<file path="config.mk">
export PLATFORM = sky130hd
export DESIGN_NAME = dmd_frame_loader
export DESIGN_NICKNAME = d
export VERILOG_FILES = /design/src/rtl/dmd_pkg.sv /design/src/rtl/dmd_nibble_writer.sv /design/src/rtl/dmd_frame_loader.sv
export SDC_FILE = /design/constraint.sdc
export NUM_CORES = 1
export LEC_CHECK = 0
export CAP_MARGIN = 20
export CORE_ASPECT_RATIO = 1.25
export CORE_MARGIN = 10
export CORE_UTILIZATION = 30
export CTS_BUF_LIST = sky130_fd_sc_hd__clkbuf_4 sky130_fd_sc_hd__clkbuf_8 sky130_fd_sc_hd__clkbuf_16
export DETAILED_ROUTE_END_ITERATION = 8
export GPL_TIMING_DRIVEN = 0
export PLACE_DENSITY = 0.58
export SYNTH_ARGS = -nofsm -noshare
export SYNTH_HDL_FRONTEND = slang
export SYNTH_SLANG_ARGS = --single-unit
</file>
<file path="constraint.sdc">
create_clock -name clk -period 1.65 [get_ports clk]
set_input_delay 0.165 -clock clk [delete_from_list [all_inputs] [get_ports clk]]
set_output_delay 0.165 -clock clk [all_outputs]
set_load 0.01 [all_outputs]
</file>
<file path="src/rtl/dmd_pkg.sv">
// rtl/dmd_pkg.sv - shared geometry, defaults and parser state type for the DMD frame loader
package dmd_pkg;
    localparam int DMD_W      = 128;
    localparam int DMD_H      = 64;
    localparam int DMD_PIXELS = DMD_W * DMD_H;
    localparam int DMD_ADDR_W = 13;
    localparam int DMD_PIX_W  = 4;

    localparam logic [7:0] DEF_SYNC_BYTE = 8'hA5;
    localparam logic [7:0] DEF_CMD_FRAME = 8'h46;

    typedef enum logic [2:0] {
        ST_IDLE,
        ST_CMD,
        ST_PAYLOAD,
        ST_CHECK,
        ST_FLIP_WAIT
    } state_t;
endpackage

</file>
<file path="src/rtl/dmd_nibble_writer.sv">
// rtl/dmd_nibble_writer.sv - splits a payload byte into two sequenced back-buffer pixel writes
module dmd_nibble_writer
    import dmd_pkg::*;
(
    input  logic                  clk,
    input  logic                  reset,
    input  logic                  clear,
    input  logic                  start,
    input  logic [7:0]            data,
    input  logic                  back,
    output logic                  busy,
    output logic                  last_byte,
    output logic [DMD_ADDR_W-1:0] buf_addr,
    output logic [DMD_PIX_W-1:0]  buf_din,
    output logic                  buf0_we,
    output logic                  buf1_we
);
    logic [DMD_ADDR_W-1:0] addr_cnt;
    logic [DMD_PIX_W-1:0]  lo_nib;
    logic                  pending;

    assign busy      = pending;
    // A byte started at this address fills the final pixel slot.
    assign last_byte = (addr_cnt == DMD_ADDR_W'(DMD_PIXELS - 2));

    always_ff @(posedge clk) begin
        if (reset) begin
            addr_cnt <= '0;
            lo_nib   <= '0;
            pending  <= 1'b0;
            buf_addr <= '0;
            buf_din  <= '0;
            buf0_we  <= 1'b0;
            buf1_we  <= 1'b0;
        end else begin
            buf0_we <= 1'b0;
            buf1_we <= 1'b0;
            if (clear) begin
                addr_cnt <= '0;
            end else if (pending) begin
                buf_addr <= addr_cnt;
                buf_din  <= lo_nib;
                buf0_we  <= ~back;
                buf1_we  <= back;
                addr_cnt <= addr_cnt + 1'b1;
                pending  <= 1'b0;
            end else if (start) begin
                buf_addr <= addr_cnt;
                buf_din  <= data[7:4];
                lo_nib   <= data[3:0];
                buf0_we  <= ~back;
                buf1_we  <= back;
                addr_cnt <= addr_cnt + 1'b1;
                pending  <= 1'b1;
            end
        end
    end
endmodule

</file>
<file path="src/rtl/dmd_frame_loader.sv">
// rtl/dmd_frame_loader.sv - parses framed UART images into the DMD back buffer and requests a flip
module dmd_frame_loader
    import dmd_pkg::*;
#(
    parameter int         TIMEOUT   = 2_000_000,
    parameter logic [7:0] SYNC_BYTE = DEF_SYNC_BYTE,
    parameter logic [7:0] CMD_FRAME = DEF_CMD_FRAME
) (
    input  logic                  clk,
    input  logic                  reset,
    input  logic [7:0]            rx_data,
    input  logic                  rx_data_ready,
    input  logic                  display_frame,
    output logic [DMD_ADDR_W-1:0] buf_addr,
    output logic [DMD_PIX_W-1:0]  buf_din,
    output logic                  buf0_we,
    output logic                  buf1_we,
    output logic                  flip_req,
    output logic                  frame_ok,
    output logic                  frame_err
);
    localparam int TMO_W = $clog2(TIMEOUT + 1);

    state_t           state;
    logic             back;
    logic [7:0]       csum;
    logic [TMO_W-1:0] tmo_cnt;
    logic             wr_busy;
    logic             wr_last;
    logic             wr_start;
    logic             wr_clear;
    logic             tmo_hit;

    assign wr_clear = (state == ST_IDLE) && rx_data_ready && (rx_data == SYNC_BYTE);
    // Strobes landing while the low nibble is still pending are dropped.
    assign wr_start = (state == ST_PAYLOAD) && rx_data_ready && !wr_busy;
    // Fires on the edge that would carry the counter into TIMEOUT-1.
    assign tmo_hit  = !rx_data_ready && (tmo_cnt == TMO_W'(TIMEOUT - 2));

    dmd_nibble_writer u_writer (
        .clk       (clk),
        .reset     (reset),
        .clear     (wr_clear),
        .start     (wr_start),
        .data      (rx_data),
        .back      (back),
        .busy      (wr_busy),
        .last_byte (wr_last),
        .buf_addr  (buf_addr),
        .buf_din   (buf_din),
        .buf0_we   (buf0_we),
        .buf1_we   (buf1_we)
    );

    always_ff @(posedge clk) begin
        if (reset) begin
            state     <= ST_IDLE;
            back      <= 1'b0;
            csum      <= '0;
            tmo_cnt   <= '0;
            flip_req  <= 1'b0;
            frame_ok  <= 1'b0;
            frame_err <= 1'b0;
        end else begin
            frame_ok  <= 1'b0;
            frame_err <= 1'b0;
            if (rx_data_ready || state == ST_IDLE || state == ST_FLIP_WAIT)
                tmo_cnt <= '0;
            else
                tmo_cnt <= tmo_cnt + 1'b1;

            case (state)
                ST_IDLE: begin
                    if (wr_clear) begin
                        back  <= ~display_frame;
                        csum  <= '0;
                        state <= ST_CMD;
                    end
                end
                ST_CMD: begin
                    if (rx_data_ready) begin
                        if (rx_data == CMD_FRAME) begin
                            state <= ST_PAYLOAD;
                        end else begin
                            frame_err <= 1'b1;
                            state     <= ST_IDLE;
                        end
                    end else if (tmo_hit) begin
                        frame_err <= 1'b1;
                        state     <= ST_IDLE;
                    end
                end
                ST_PAYLOAD: begin
                    if (wr_start) begin
                        csum <= csum ^ rx_data;
                        if (wr_last)
                            state <= ST_CHECK;
                    end else if (tmo_hit) begin
                        frame_err <= 1'b1;
                        state     <= ST_IDLE;
                    end
                end
                ST_CHECK: begin
                    if (rx_data_ready) begin
                        if (rx_data == csum) begin
                            flip_req <= 1'b1;
                            state    <= ST_FLIP_WAIT;
                        end else begin
                            frame_err <= 1'b1;
                            state     <= ST_IDLE;
                        end
                    end else if (tmo_hit) begin
                        frame_err <= 1'b1;
                        state     <= ST_IDLE;
                    end
                end
                ST_FLIP_WAIT: begin
                    if (display_frame == back) begin
                        flip_req <= 1'b0;
                        frame_ok <= 1'b1;
                        state    <= ST_IDLE;
                    end
                end
                default: state <= ST_IDLE;
            endcase
        end
    end
endmodule

</file>
After elaboration in Yosys (flattened, before gate mapping) --
Cells that the tools add are included.
Word-level totals: memories kept 0, bits in read-only memories 0, word-level logic and storage cells 97, bits in latches 0, register bits after elaboration 73, memory bits (writable) 0
Operators by class: equal/unequal tests 16, reduce and logical (&&, ||, !) cells 22, multipliers 0, shift-type cells 0, divide/modulo/power cells 0, muxes and demuxes 37, add/subtract/negate cells 2, bitwise logic cells 6, magnitude comparators 0
Operator list (number):
- 13-bit 2-to-1 mux | 4
- 3-bit 2-to-1 mux | 8
- 21-bit by 1-bit adder with 21-bit output (second input constant) | 1
- 21-bit equality test (second input constant) | 1
- 1-bit 2-to-1 mux | 16
- 8-bit 2-to-1 mux | 2
- 8-bit case mux with 2 select lines | 1
- 3-bit case mux with 5 select lines | 1
- 13-bit by 1-bit adder with 13-bit output (second input constant) | 1
- 13-bit equality test (second input constant) | 1
- 3-bit AND reduction | 3
- 8-bit by 7-bit equality test with 1-bit output (second input constant) | 1
- 8-bit equality test | 1
- 8-bit equality test (second input constant) | 1
- 4-bit 2-to-1 mux | 2
- 8-bit XOR | 1
- 3-bit by 2-bit equality test with 1-bit output (second input constant) | 2
- 2-bit by 1-bit != test with 1-bit output (second input constant) | 3
- 2-bit nonzero test | 3
- 2-bit OR reduction | 3
- 1-bit logical AND | 5
- 1-bit inverter | 5
- 2-bit != test (second input constant) | 2
- 2-bit AND reduction | 2
- other kinds (11) | 13

Logic depth before layout (Yosys ltp) --
Gate-level depths: netlist (run 1).
word-level depth 5, mapped depth 7, gate-level depth less buffers 6

Cells and area by module --
A second synthesis (run 1) with hierarchy kept.
Second synthesis, totals: cell total of the unflattened synthesis 384, area total of the unflattened synthesis 3354.5 um^2
By module, submodules not included:
- dmd_frame_loader | seq. area each 720.7 um^2, instances 1, cells each 212, area an instance 1815.5 um^2
- dmd_nibble_writer | seq. area each 740.7 um^2, instances 1, cells each 172, area an instance 1539.0 um^2

Least setup slack after synthesis (run 1) --
No wires, ideal clock.
path kind register to register, start point reg tmo_cnt[11], end point reg state[0], data required time 1521 ps, cell stages (with the launch flop) 5, data arrival time 1563 ps, path slack -43 ps, buffers on the path 0, cells stage by stage dfxtp_1 -> or4b_1 -> or4_1 -> o211ai_1 -> a2111oi_1
On the way: longest elaborated chain between the ends 5
RTL lines:
- from (decl) | line dmd_frame_loader.sv:27 | logic [TMO_W-1:0] tmo_cnt;
- from (signal assigned) | line dmd_frame_loader.sv:70 | tmo_cnt <= tmo_cnt + 1'b1;
- 21-bit equality test (*) | line dmd_frame_loader.sv:38 | assign tmo_hit = !rx_data_ready && (tmo_cnt == TMO_W'(TIMEOUT - 2));
- 1-bit logical AND (*) | line dmd_frame_loader.sv:38
- 3-bit 2-to-1 mux (*)
- 3-bit 2-to-1 mux (on tied branches)
- 3-bit case mux with 5 select lines (*)
- to (signal assigned) | line dmd_frame_loader.sv:57 | state <= ST_IDLE;
- to (signal assigned) | line dmd_frame_loader.sv:77 | state <= ST_CMD;
- to (signal assigned) | line dmd_frame_loader.sv:83 | state <= ST_PAYLOAD;
- to (decl) | line dmd_frame_loader.sv:24 | state_t state;
Every way passes the cells marked *; elsewhere a longest branch is shown, timed or not. A chain may end at the register's enable or synchronous reset.

Worst setup path after layout (run 1) --
Same ends and word-level chain as after synthesis.

==> results of run 1 <==
-- logic make-up after synthesis --
| family | count (synthesis) |
|---|---|
| xor gates and xnor gates | 26 |
| AOI/OAI and AO/OA | 111 |
| and+or+nand+nor | 145 |
| buffers and inverters | 31 |
| DFF | 73 |
| muxes | 4 |
| adders and majority gates | 4 |
-- worst max-delay path: stages (launching register included) --
cell	delay (ns)
dfxtp_4	0.34
or4b_1	0.52
or4_4	0.44
o211ai_1	0.20
a2111oi_1	0.11
-- flip-flops by register name, summed over array words and instances (netlist names) --
| register | cells |
|---|---|
| u_writer.buf1_we | 1 |
| u_writer.buf_addr | 13 |
| u_writer.buf0_we | 1 |
| frame_ok | 1 |
| frame_err | 1 |
| back | 1 |
| u_writer.lo_nib | 4 |
| u_writer.busy | 1 |
| tmo_cnt | 21 |
| state | 3 |
| u_writer.buf_din | 4 |
| flip_req | 1 |
| u_writer.addr_cnt | 13 |
| csum | 8 |
-- cell usage in the layout (no fill, tap or decap), types with 4 or more instances in the layout --
| master | count |
|---|---|
| dfxtp_1 | 65 |
| a21oi_1 | 42 |
| clkdlybuf4s50_1 | 25 |
| nand2_1 | 23 |
| nand3_1 | 22 |
| buf_4 | 22 |
| xor2_1 | 21 |
| nor2_1 | 20 |
| o21ai_0 | 19 |
| a21oi_2 | 13 |
| o21ai_2 | 13 |
| clkbuf_16 | 11 |
| nand4_1 | 9 |
| or3_1 | 9 |
| nor3_1 | 9 |
| buf_6 | 8 |
| inv_1 | 6 |
| and3_1 | 5 |
| clkbuf_1 | 5 |
| nor2_2 | 5 |
| or4_1 | 4 |
| mux2i_1 | 4 |
| xnor2_1 | 4 |
| dlymetal6s2s_1 | 4 |
| dfxtp_4 | 4 |
| dfxtp_2 | 4 |
-- stage by stage --
step | worst slack, ns | utilization | total power [W] | hold WS [ns]
after floorplan | 0.0153 | - | 0.00185 | 0.301
after global placement | -0.561 | 0.352 | 0.00191 | 0.439
after detailed placement | -0.598 | 0.352 | 0.00191 | 0.447
after global routing | -0.155 | 0.440 | 0.00413 | 0.257
after CTS | -0.0859 | 0.402 | 0.00404 | 0.251
final | -0.0857 | 0.440 | 0.00400 | 0.223
-- area by class of cell --
class	count	area share
multi-input cells	290	0.430
flip-flops and latches	73	0.305
repair buffers	60	0.126
clock buffers	9	0.0464
well taps	135	0.0348
plain buffers	20	0.0330
clock inverters	7	0.0209
inverters	6	0.00464
-- path summary, 6_finish.rpt --
path	endpoint	depth (start not counted)	slack, ns	from
worst max-delay path	state[0]$_SDFFE_PP0P_	4	-0.09	tmo_cnt[11]$_SDFF_PP0_
worst min-delay path	u_writer.lo_nib[3]$_SDFFE_PP0P_	3	0.22	rx_data[3]
worst max register to register	state[0]$_SDFFE_PP0P_	4	-0.09	tmo_cnt[11]$_SDFF_PP0_
worst min register to register	tmo_cnt[0]$_SDFF_PP0_	1	0.45	tmo_cnt[0]$_SDFF_PP0_
-- where the power goes --
group,internal [W],switching [W]
clock,0.00134,0.000779
sequential,0.00176,0.000000126
combinational,0.0000526,0.0000818
total,0.00314,0.000860
-- what timing repair did --
item / in CTS / in global routing
setup endpoints to repair: 51 / 66
gates cloned: 1 / 4
pin swaps: 12 / 53
resized for setup: 38 / 96
setup buffers: 16 / 7
-- routing by layer --
metal,track usage,share of wire,wire length (um)
met5,0,0,0
met4,0.0424,0.017,161
met3,0.0234,0.037,357
met2,0.201,0.54,5100
met1,0.130,0.41,3910
==> impl_results.md, run 1 <==
- Syn. warnings: 0
- Placed inst area: 0.00388 mm^2
- Crit. End Element: flop
- Gr ovfl total: 0
- P&R area growth vs syn: 43.9%
- Largest net degree at the start of global routing: 15
- Worst Path Required: 1.85 ns
- Async set-reset flop share out of synthesis: 0
- Post-synthesis simple-gate area fraction: 0.241
- Adder-cell area share of the yosys netlist: 0.0148
- Post-synthesis instance total: 394
- Initial core utilization: 0.306
- Leakage: 1.63 nW
- Worst Tran Pin Value: 0.704 ns
- Detailed Place HPWL: 6.22 mm
- Worst-path clk slew: 0.06 ns
- Ant diodes: 0
- Final hold vios: 0
- Synth cell types: 54
- Class of the worst hold path: in2reg
- Clk sinks: 73
- Slew Viols, Final: 0
- Cell row count: 43
- Final #Nets: 476
- Chip Width: 115 um
- First-pass GRT wire length: 15.2 mm
- Yosys reg bits: 73
- Max clock buf depth: 2
- Max_cap viols: 0
- Max VDD drop: 580 uV
- Gpl congestion: 0.813
- Core region area: 0.0110 mm^2
- Setup tns final: -0.535 ns
- Status: finished with violations
- Die span in y: 139 um
- Top-area cell type share of the netlist area: 0.433
- CTS tree: built
- Mux share of post-synthesis cell area: 0.0119
- Initial DRC count: 134
- PortBufs: 32
- Syn_area_per_cell: 8.56 um^2
- FF/Latch Area: 0.00148 mm^2
- Crit path time final: 1.74 ns
- Clock Latency Late Sink: 0.33 ns
- Crit path launch type: flop
- Compound-cell area share of the yosys netlist: 0.192
- Clk_skew: 0.00693 ns
- Die ar.: 0.0159 mm^2
- CP Class: reg2reg
- Maximum clock rate: 576 MHz
- Routed len/inst: 15.9 um
- Cell area after synthesis: 0.00337 mm^2
- Cts hold-fix bufs: 0
- Post-synth top cells: 73 x dfxtp_1, 56 x a21oi_1, 28 x nor2_1
- Layout Cells excl Fill: 600
- Post-synthesis xor/xnor area fraction: 0.0675
- Vias in the first global route: 3154
- Slew margin rel.: 0.531
- Top-count cell post-synth: dfxtp_1
- DRT Pass-1 Iters: 6
- Via total after detailed routing: 3160
- Via density: 5.27
- Synth area leaders: dfxtp_1 43%, a21oi_1 8.3%, xor2_1 5.7%
- Setup-failing EPs final: 14
- WP data arrival: 1.93 ns
- Synth area leader: dfxtp_1
- H-tree Lvls: 3
- Critical Path Fanout Max: 2
- CTS Buf Count: 9
- Routed Antenna Nets: 0
- Post-synth net total: 410
- Inst Count DP: 561
- Register area share after synthesis: 0.433
- Top FF cell, synth: dfxtp_1
- Failing checks: negative setup slack
- I/O pin count: 34
- Post-route setup slack: -0.0857 ns
- Fill count: 1045
- RSZ-0062 raised after global routing: true
- Multi-input gate area in the final layout: 0.00209 mm^2
- Crit share post-route: 1.05
- Initial antenna violation count: 0
- Cell area after layout: 0.00486 mm^2
- Number of synthesized flops with an enable pin: 0
- CTS Root Buffer Type: clkbuf_16
- Main combinational cell family by area after synthesis: simple AND/OR/NAND/NOR gates
- Share of layout cells above drive strength 1: 0.288
- # DRC: 0
- Final WL: 9.52 mm
- Pwr dens: 825 mW/mm^2
- All-Layer GR Usage: 0.114
(Power assumes the default switching activity.)
==> inputs of run 2 (changes only) <==
PLACE_DENSITY = default   (was 0.58)
==> impl_results.md, run 2 (synthesized netlist as in run 1, its figures left out) <==
- Die span in y: 139 um
- Core region area: 0.0110 mm^2
- Clk sinks: 73
- Layout Cells excl Fill: 598
- Post-route setup slack: -0.0598 ns
- Final #Nets: 475
- Setup tns final: -0.122 ns
- Max clock buf depth: 2
- Top Metal Used: met4
- Combinational power share: 0.033
- Detailed Place HPWL: 6.11 mm
- Place WS: -0.584 ns
- Max reg flops: 21
- Largest reg by FF count: tmo_cnt
- Clock Latency Late Sink: 0.33 ns
- Cell area after layout: 0.00476 mm^2
- Class of the worst hold path: in2reg
- Most frequent cells in the layout: 64 x dfxtp_1, 43 x a21oi_1, 26 x nor2_1, 25 x nand2_1
- Final hold vios: 0
- Chip Width: 115 um
- RSZ-0062 raised after global routing: true
- Pwr dens: 834 mW/mm^2
- Crit. End Element: flop
- Initial DRC count: 151
- Final WL: 9.33 mm
- First-pass GRT wire length: 15.1 mm
- Met2 Routed Length: 4.88 mm
- Delay-heaviest family, CP: simple AND/OR/NAND/NOR gates
- Vias in the first global route: 3090
- Wl on met1: 3.95 mm
- Tightest hold margin: 0.230 ns
- PortBufs: 32
- Slew Viols, Final: 0
- Commonest non-fill, non-tap cell in the layout: dfxtp_1
- Inst Count DP: 561
- Ant diodes: 0
- Die ar.: 0.0159 mm^2
- Routed met3 length: 402 um
- Seq pwr share: 0.442
- Clock share of power: 0.525
- Largest net degree at the start of global routing: 14
- Fill count: 1064
- Crit path launch type: flop
- All-Layer GR Usage: 0.112
- Worst Tran Pin Value: 0.666 ns
- Maximum clock rate: 585 MHz
- Placed inst area: 0.00388 mm^2
- Initial antenna violation count: 0
- Routed Antenna Nets: 0
- # DRC: 0
- WP data arrival: 1.91 ns
- Internal: 0.00313 W
- Share of layout cells above drive strength 1: 0.268
- CP max stage cell: or4b_1
- Initial core utilization: 0.306
- I/O pin count: 34
- Cell row count: 43
- Setup-failing EPs final: 4
- Routed len/inst: 15.6 um
- CP peak stage delay: 0.44 ns
- Crit path time final: 1.71 ns
- Crit share post-route: 1.04
- Via total after detailed routing: 3160
- Via density: 5.28
- Largest registers: tmo_cnt (21), u_writer.addr_cnt (13), u_writer.buf_addr (13)
- Worst Path Required: 1.85 ns
- Crit-path cells: or4b_1 -> or4_4 -> o211ai_1 -> a2111oi_1
- Worst-path clk slew: 0.06 ns
- CP Class: reg2reg
- H-tree Lvls: 3
- Net Switching: 0.000843 W
- Leakage: 1.62 nW
- Gpl congestion: 0.839
- CTS Buf Count: 9
- P&R area growth vs syn: 41.1%
- Slew margin rel.: 0.556
- DRT Pass-1 Iters: 4
- CTS tree: built
- Switching share of power: 0.212
- Critical Path Fanout Max: 4
- Clk_skew: 0.00663 ns
- Worst Path Buf+Inv: 0
- Max VDD drop: 460 uV
- Failing checks: negative setup slack
- Status: finished with violations
- Gr ovfl total: 0
- Max_cap viols: 0
- CTS Root Buffer Type: clkbuf_16
[run 2: changes by cell type in the layout (fill, tap and decap cells not counted), moves of 3 or more]
cell,before,now
o21ai_0,19,24
dlymetal6s2s_1,4,7
nor2_2,5,0
or4_4,1,4
or4_1,4,1
o21ai_2,13,7
nor2_1,20,26
nor3_2,3,0
[run 2: power by group through the flow]
stage	combinational, W	sequential (W)	clock [W]
after floorplan	0.0000491	0.00180	0
after CTS	0.000116	0.00176	0.00212
after global routing	0.000136	0.00175	0.00219
final	0.000129	0.00176	0.00209
after detailed placement	0.000109	0.00180	0
after global placement	0.000109	0.00180	0
[run 2: stage by stage]
step	power (W)	utilization
2_1_floorplan	0.00185	-
3_3_place_gp	0.00191	0.352
3_5_place_dp	0.00191	0.352
4_1_cts	0.00400	0.405
5_1_grt	0.00408	0.432
6_report	0.00397	0.432
[run 2: worst min-delay path, cell delays in order]
cell and delay [ns]:
clkbuf_1 0.19, nand2_1 0.10, a21oi_1 0.05
[run 2: layer usage]
metal,up-vias,track usage
met5,-,0
met4,0,0.0333
met3,10,0.0260
met2,52,0.199
met1,1538,0.129
li1,1560,-
[run 2: worst paths after layout]
kind / slack, ns / to / cells after the start / start
setup / recovery: -0.06 / state[0]$_SDFFE_PP0P_ / 4 / tmo_cnt[2]$_SDFF_PP0_
hold / removal: 0.23 / u_writer.lo_nib[0]$_SDFFE_PP0P_ / 3 / rx_data[0]
setup reg to reg: -0.06 / state[0]$_SDFFE_PP0P_ / 4 / tmo_cnt[2]$_SDFF_PP0_
hold reg to reg: 0.45 / tmo_cnt[0]$_SDFF_PP0_ / 1 / tmo_cnt[0]$_SDFF_PP0_
[run 2: what timing repair did]
item                                    CTS  global route
pin swaps                                26            19
hold buffers                              0             0
endpoints found under the setup margin   52            69
resized for setup                        35            81
buffers inserted                         19             7
gates cloned                              1             1
[run 2: layout make-up]
type | count | area, um^2 | share of cell area
plain buffers | 20 | 149 | 0.0313
flip-flops and latches | 73 | 1480 | 0.311
inverters | 6 | 22.5 | 0.00473
repair buffers | 59 | 577 | 0.121
clock buffers | 9 | 225 | 0.0473
clock inverters | 6 | 92.6 | 0.0194
multi-input cells | 290 | 2040 | 0.429
well taps | 135 | 169 | 0.0355
